[src/rtl/mem_arbiter_pkg.sv]
// Shared types and constants for the instruction-fetch / load-store memory arbiter.
package mem_arbiter_pkg;

   // Transaction state: IDLE (free), REQ (request on memory port), RSP (awaiting data)
   typedef enum logic [1:0] {
      IDLE = 2'd0,
      REQ  = 2'd1,
      RSP  = 2'd2
   } state_t;

   // Which requester owns the current transaction
   typedef enum logic {
      OWN_IF = 1'b0,
      OWN_LS = 1'b1
   } owner_t;

   // Consecutive LSU wins over a waiting IFU before the IFU is forced through
   localparam logic [1:0] STREAK_MAX = 2'd3;

endpackage

[src/rtl/mem_arb_sel.sv]
// Arbitration decision and LSU win-streak counter for mem_arbiter.
module mem_arb_sel
   import mem_arbiter_pkg::*;
(
   input  logic   clk,
   input  logic   rst_n,
   input  logic   arb_en,
   input  logic   if_req,
   input  logic   ls_req,
   output owner_t winner
);

   logic [1:0] streak;

   // LSU wins by default; a waiting IFU is let through once the streak saturates
   always_comb begin
      winner = OWN_IF;
      if (ls_req && !(if_req && (streak == STREAK_MAX))) begin
         winner = OWN_LS;
      end
   end

   // Streak counts LSU wins taken while the IFU was also waiting; changes only on arbitration
   always_ff @(posedge clk) begin
      if (!rst_n) begin
         streak <= '0;
      end else if (arb_en) begin
         if ((winner == OWN_LS) && if_req) begin
            if (streak != STREAK_MAX) begin
               streak <= streak + 2'd1;
            end
         end else begin
            streak <= '0;
         end
      end
   end

endmodule

[src/rtl/mem_arbiter.sv]
// Two-master (IFU / LSU) arbiter onto a single-outstanding shared memory port.
module mem_arbiter
   import mem_arbiter_pkg::*;
#(
   parameter int AW = 32,
   parameter int DW = 32
) (
   input  logic              clk,
   input  logic              rst_n,

   input  logic              if_req_i,
   input  logic [AW-1:0]     if_addr_i,
   output logic              if_gnt_o,
   output logic              if_rvalid_o,
   output logic [DW-1:0]     if_rdata_o,

   input  logic              ls_req_i,
   input  logic              ls_we_i,
   input  logic [AW-1:0]     ls_addr_i,
   input  logic [DW-1:0]     ls_wdata_i,
   input  logic [DW/8-1:0]   ls_be_i,
   output logic              ls_gnt_o,
   output logic              ls_rvalid_o,
   output logic [DW-1:0]     ls_rdata_o,

   output logic              mem_req_o,
   output logic              mem_we_o,
   output logic [AW-1:0]     mem_addr_o,
   output logic [DW-1:0]     mem_wdata_o,
   output logic [DW/8-1:0]   mem_be_o,
   input  logic              mem_gnt_i,
   input  logic              mem_rvalid_i,
   input  logic [DW-1:0]     mem_rdata_i,

   output logic              err_o
);

   state_t            state;
   state_t            state_nxt;
   owner_t            owner;
   owner_t            winner;
   logic              arb_take;

   logic              we_q;
   logic [AW-1:0]     addr_q;
   logic [DW-1:0]     wdata_q;
   logic [DW/8-1:0]   be_q;

   assign arb_take = (state == IDLE) && (if_req_i || ls_req_i);

   mem_arb_sel u_sel (
      .clk    (clk),
      .rst_n  (rst_n),
      .arb_en (arb_take),
      .if_req (if_req_i),
      .ls_req (ls_req_i),
      .winner (winner)
   );

   // State register
   always_ff @(posedge clk) begin
      if (!rst_n) begin
         state <= IDLE;
      end else begin
         state <= state_nxt;
      end
   end

   // Next state plus handshake steering toward the current owner
   always_comb begin
      state_nxt   = state;
      mem_req_o   = 1'b0;
      if_gnt_o    = 1'b0;
      ls_gnt_o    = 1'b0;
      if_rvalid_o = 1'b0;
      ls_rvalid_o = 1'b0;
      case (state)
         IDLE: begin
            if (if_req_i || ls_req_i) begin
               state_nxt = REQ;
            end
         end
         REQ: begin
            mem_req_o = 1'b1;
            if (owner == OWN_IF) begin
               if_gnt_o = mem_gnt_i;
            end else begin
               ls_gnt_o = mem_gnt_i;
            end
            if (mem_gnt_i) begin
               state_nxt = RSP;
            end
         end
         RSP: begin
            if (owner == OWN_IF) begin
               if_rvalid_o = mem_rvalid_i;
            end else begin
               ls_rvalid_o = mem_rvalid_i;
            end
            if (mem_rvalid_i) begin
               state_nxt = IDLE;
            end
         end
         default: begin
            state_nxt = IDLE;
         end
      endcase
   end

   // Latch the winner's transaction fields at arbitration; they hold until the next one
   always_ff @(posedge clk) begin
      if (!rst_n) begin
         owner   <= OWN_IF;
         we_q    <= 1'b0;
         addr_q  <= '0;
         wdata_q <= '0;
         be_q    <= '0;
      end else if (arb_take) begin
         owner <= winner;
         if (winner == OWN_LS) begin
            we_q    <= ls_we_i;
            addr_q  <= ls_addr_i;
            wdata_q <= ls_wdata_i;
            be_q    <= ls_be_i;
         end else begin
            we_q    <= 1'b0;
            addr_q  <= if_addr_i;
            wdata_q <= '0;
            be_q    <= '1;
         end
      end
   end

   // Sticky error: a response arriving when no transaction is waiting for one
   always_ff @(posedge clk) begin
      if (!rst_n) begin
         err_o <= 1'b0;
      end else if (mem_rvalid_i && (state != RSP)) begin
         err_o <= 1'b1;
      end
   end

   assign mem_we_o    = we_q;
   assign mem_addr_o  = addr_q;
   assign mem_wdata_o = wdata_q;
   assign mem_be_o    = be_q;

   // Read data is only meaningful alongside the matching rvalid
   assign if_rdata_o = mem_rdata_i;
   assign ls_rdata_o = mem_rdata_i;

endmodule

[config.mk]
export PLATFORM = sky130hd
export DESIGN_NAME = mem_arbiter
export DESIGN_NICKNAME = d
export VERILOG_FILES = /design/src/rtl/mem_arbiter_pkg.sv /design/src/rtl/mem_arb_sel.sv /design/src/rtl/mem_arbiter.sv
export SDC_FILE = /design/constraint.sdc
export NUM_CORES = 1
export LEC_CHECK = 0
export BUFFER_PORTS_ARGS = -buffer_cell sky130_fd_sc_hd__buf_2
export CAP_MARGIN = 5
export CORE_AREA = 2 2 109 111
export DETAILED_ROUTE_END_ITERATION = 6
export DIE_AREA = 0 0 111 113
export GPL_TIMING_DRIVEN = 0
export HOLD_SLACK_MARGIN = 0.1
export SETUP_SLACK_MARGIN = 0.05
export SYNTH_ARGS = -nofsm -noshare
export SYNTH_HDL_FRONTEND = slang
export SYNTH_SLANG_ARGS = --single-unit
[constraint.sdc]
create_clock -name clk -period 1.65 [get_ports clk]
set_input_delay 0.33 -clock clk [delete_from_list [all_inputs] [get_ports clk]]
set_output_delay 0.33 -clock clk [all_outputs]
set_load 0.02 [all_outputs]
# == Yosys cells after proc, flatten, opt, wreduce, memory -nomap -nowiden ==
# Cells that the tools add are included.
# totals
in_bits,139
output_inout_bits,139
word_cells,48
ff_bits,75
# op_classes
eq_ne,9
add_sub_neg,1
mux,20
n_reduce_logical,10
# op_table
cell,count
two-way mux 32 bit,2
two-way mux 1 bit,11
two-way mux 2 bit,5
"!= test 2 bit, second input constant",5
one-hot mux 2 bit (3 select lines),1
logical AND 1 bit,5
"== test 2 bit, second input constant",2
two-way mux 4 bit,1
AND reduction 3 bit,1
"adder 2 x 1 -> 2 bit, second input constant",1
"== test 2 x 1 -> 1 bit, second input constant",1
logical NOT 2 bit,1
"!= test 2 x 1 -> 1 bit, second input constant",1
AND reduction 2 bit,1
logical NOT 1 bit,1
logical OR 1 bit,1

# == Logic depth before layout (Yosys ltp) ==
# logic_depth
ltp_word,8
depth_mapped,6

# == Hierarchy ==
# Synthesis repeated with hierarchy kept, for this count alone.
# hier_totals
cells_unflattened,419
area_unflattened_um2,3911.3
# by_module_without_submodules
module,area_per_inst_um2,instances,seq_area_each_um2,cells_each
mem_arbiter,3793.6,1,1461.4,408
mem_arb_sel,117.6,1,40.0,11

# == Worst setup path after synthesis ==
# Ideal clock, no wire load.
# synth_path
kind,reg2out
startpoint,register state[0]
endpoint,output ls_gnt_o
arrival_time_ns,1.143
path_buffers,0
slack_ns,0.177
stages_incl_launch_ff,3
path_cell_list,dfxtp_1 -> nor2b_1 -> and3_1
# synth_between
elab_chain_len,2
# synth_rtl
element,line_no,source
"start, declared",mem_arbiter.sv:38,state_t state;
"start signal, assigned",mem_arbiter.sv:65,state <= state_nxt;
== test 2 x 1 -> 1 bit,mem_arbiter.sv:77,case (state)
two-way mux 1 bit,mem_arbiter.sv:77,
"end, declared",mem_arbiter.sv:22,"output logic ls_gnt_o,"
# No other way between the ends.

# == Final worst setup path ==
# layout_path
startpoint,register state[0]
endpoint,output if_rvalid_o
# layout_between
elab_chain_len,2
# layout_rtl
element,line_no,source
== test 2 bit,mem_arbiter.sv:77,
two-way mux 1 bit,mem_arbiter.sv:77,
"end, declared",mem_arbiter.sv:14,"output logic if_rvalid_o,"
# No other way between the ends.

==> impl_metrics.tcl <==
set metrics [dict create \
    clockBufferDepth 2 \
    hold_class "primary input to flip-flop" \
    wl_per_cell_um 14.2 \
    stdcell_count 774 \
    worstPathCellList "nand2b_1, nor3b_2, buf_2" \
    fp.dieH_um 113 \
    ctsHoldBuffers 0 \
    synth.distinct_cells 32 \
    endpoint_kind "output pin" \
    dp_hpwl_um 8760 \
    drcViolationCount 0 \
    place_inst 752 \
    nets 766 \
    cts_tree "done" \
    slew_headroom_pct 70.4 \
    gr-usage-met3_pct 4.71 \
    fillers 1144 \
    cts_made_buffers 9 \
    synthArstFlopShare_pct 0 \
    fin_tns_setup_ps 0 \
    routabilityCongestion 0.912 \
    port_buffers 245 \
    reg2regPathDepth 6 \
    drtPass1Iterations 4 \
    grtUsageTotal_pct 16.5 \
    diodes 0 \
    whs_ps 212 \
    synthMuxAreaShare_pct 0 \
    dp_slack_ps -57.3 \
    routed_wirelength_um 11000 \
    status "complete, no violations" \
    grt_pass1_vias 3381 \
    use_met2_pct 29.8 \
    power.leakage_nw 2.73 \
    antenna_left 0 \
    setup_ws_ps 115 \
    period_minus_slack_ps 1530 \
    clkTransAtPathRegs_ps 60 \
    cp-start-kind "flip-flop" \
    rows 39 \
    die_w_um 111 \
    syn_inst 364 \
    yosys_warnings 0 \
    max_cap_violations 0 \
    dr.first_iter.drc_count 110 \
    cp_max_fo 6 \
    yosys.area_share.simple_pct 11.1 \
    ys_seq_elements 75 \
    syn_avg_cell_area_sq_um 9.33 \
    synth_edf_count 0 \
    antenna_found_initial 0 \
    vias 3507 \
    clk_latency_ps 320 \
    htreeDepth 3 \
    synth_compound_area_share_pct 25.4 \
    synth_top_family_by_area "compound AO/OA/AOI/OAI gates" \
    yosysSeqAreaShare_pct 44.2 \
    finalCritPeriodShare_pct 93.0 \
    skew_ps 6.32 \
    synth_flop_cell "dfxtp_1" \
    grt_max_degree 14 \
    die-area_sq_um 12500 \
    cpPeakStageDelay_ps 350 \
    root_buffer "clkbuf_16" \
    core_sq_um 11300 \
    initial_utilization_pct 30.1 \
    cp_slowest_cell "dfxtp_2" \
    grt_busiest_layer "met2" \
    synth-xor-area-share_pct 0 \
    syn-num-nets 504 \
    critPathRequiredTime_ps 1320 \
    hold_depth 2 \
    io_pins 278 \
    maxSlewViolCount 0 \
    rsz0062_at_grt "yes" \
    tightest_slew_ps 444 \
    setup_viol 0 \
    clock_sinks 75 \
    drive_gt1_share_pct 58.5 \
    worstReg2RegStart "u_sel.streak[0]$_SDFFE_PN0P_" \
    synth_area_sq_um 3390 \
    fmax_mhz 652 \
    vias_per_cell 4.53 \
    grtUsageMet1_pct 19.0 \
    peakVddDrop_uv 560 \
    syn2layout_area_growth_pct 53.5 \
    power_density_nw_per_um2 1060 \
    min_from "ls_wdata_i[12]" \
    path_class "flip-flop to output pin" \
    hold_violations 0 \
    cp.arrival_ps 1200 \
    grt_pass1_wl_um 16600 \
    startpoint "state[0]$_SDFFE_PN0P_" \
    overflow 0 \
    synthAdderAreaFrac_pct 0.369 \
]
[logic make-up (layout without fill, tap and decap cells)]
| logic type | Yosys count | count (layout) |
|---|---|---|
| compound gates | 113 | 113 |
| buf+inv | 92 | 359 |
| simple gates | 83 | 83 |
| flops | 75 | 75 |
| fa+ha+maj | 1 | 1 |
[flip-flops by register name (all words and copies together) (netlist names)]
signal / cells
mem_be_o: 4
u_sel.streak: 2
owner: 1
err_o: 1
mem_addr_o: 32
mem_we_o: 1
state: 2
mem_wdata_o: 32
[worst max-delay path: cells and delay by family (launching register included)]
kind / cells / cell delay, ps
buf+inv: 1 / 180
flops: 1 / 350
simple gates: 2 / 350
[synthesized netlist by cell type, drive strengths merged (2+ instances only)]
master / count / area (sq um)
buf: 88 / 627
dfxtp: 75 / 1500
nand2: 66 / 248
a21oi: 37 / 196
a22o: 33 / 289
a311oi: 32 / 280
nor2: 4 / 30.0
o221a: 4 / 45.0
clkbuf: 3 / 11.3
o21ai: 3 / 15.0
nor2b: 2 / 12.5
nor3: 2 / 21.3
or2: 2 / 15.0
[area by class of cell]
| class | count | area (sq um) | share of cell area [%] |
|---|---|---|---|
| inverter | 1 | 3.75 | 0.0720 |
| clock buffer | 10 | 229 | 4.39 |
| clock inverter | 6 | 87.6 | 1.68 |
| tap | 143 | 179 | 3.43 |
| timing repair buffer | 251 | 1280 | 24.6 |
| multi-input combinational | 197 | 1270 | 24.3 |
| buffer | 91 | 653 | 12.5 |
| sequential | 75 | 1510 | 28.9 |
[final timing paths]
check / endpoint / slack (ps)
worst max-delay path: if_rvalid_o / 120
worst min-delay path: mem_wdata_o[12]$_SDFFE_PN0P_ / 210
worst max register to register: mem_addr_o[13]$_SDFFE_PN0P_ / 120
worst min register to register: mem_wdata_o[30]$_SDFFE_PN0P_ / 470
[timing repair]
item,in CTS,in global routing
setup endpoints to repair,60,52
gates resized for setup,7,9
setup buffers,2,3
gates cloned,1,0
pin swaps,1,2
[placed cells by master, fill, tap and decap left out, types with 4 or more instances in the layout]
cell,instances
nand2_1,66
dfxtp_1,73
a22o_1,33
a21oi_1,36
clkbuf_1,4
a311oi_1,32
clkbuf_16,9
buf_2,257
buf_4,77
o221a_2,4
[layer usage]
metal  share of wire (%)  wire length [um]  vias up
met1                  41              4500     1558
met5                   0                 0        -
met4                0.97               106        0
li1                    -                 -     1772
met3                 8.2               893        8
met2                  50              5460      169
[through the flow]
stage	utilization (%)	area (sq um)	power [mW]
finish	46.2	5210	5.50
global route	46.2	5210	5.74
CTS	45.9	5170	5.55
detailed placement	42.6	4800	3.44
global placement	42.6	4800	3.43
floorplan	-	3390	2.95
[where the power goes]
part	switching [mW]	total, mW	leakage, nW	internal [mW]
clock	0.758	2.09	0.157	1.33
combinational	0.764	1.34	1.95	0.579
sequential	0.0931	2.08	0.620	1.98
total	1.61	5.50	2.73	3.89
No activity file was read; power rests on OpenSTA's default activity.
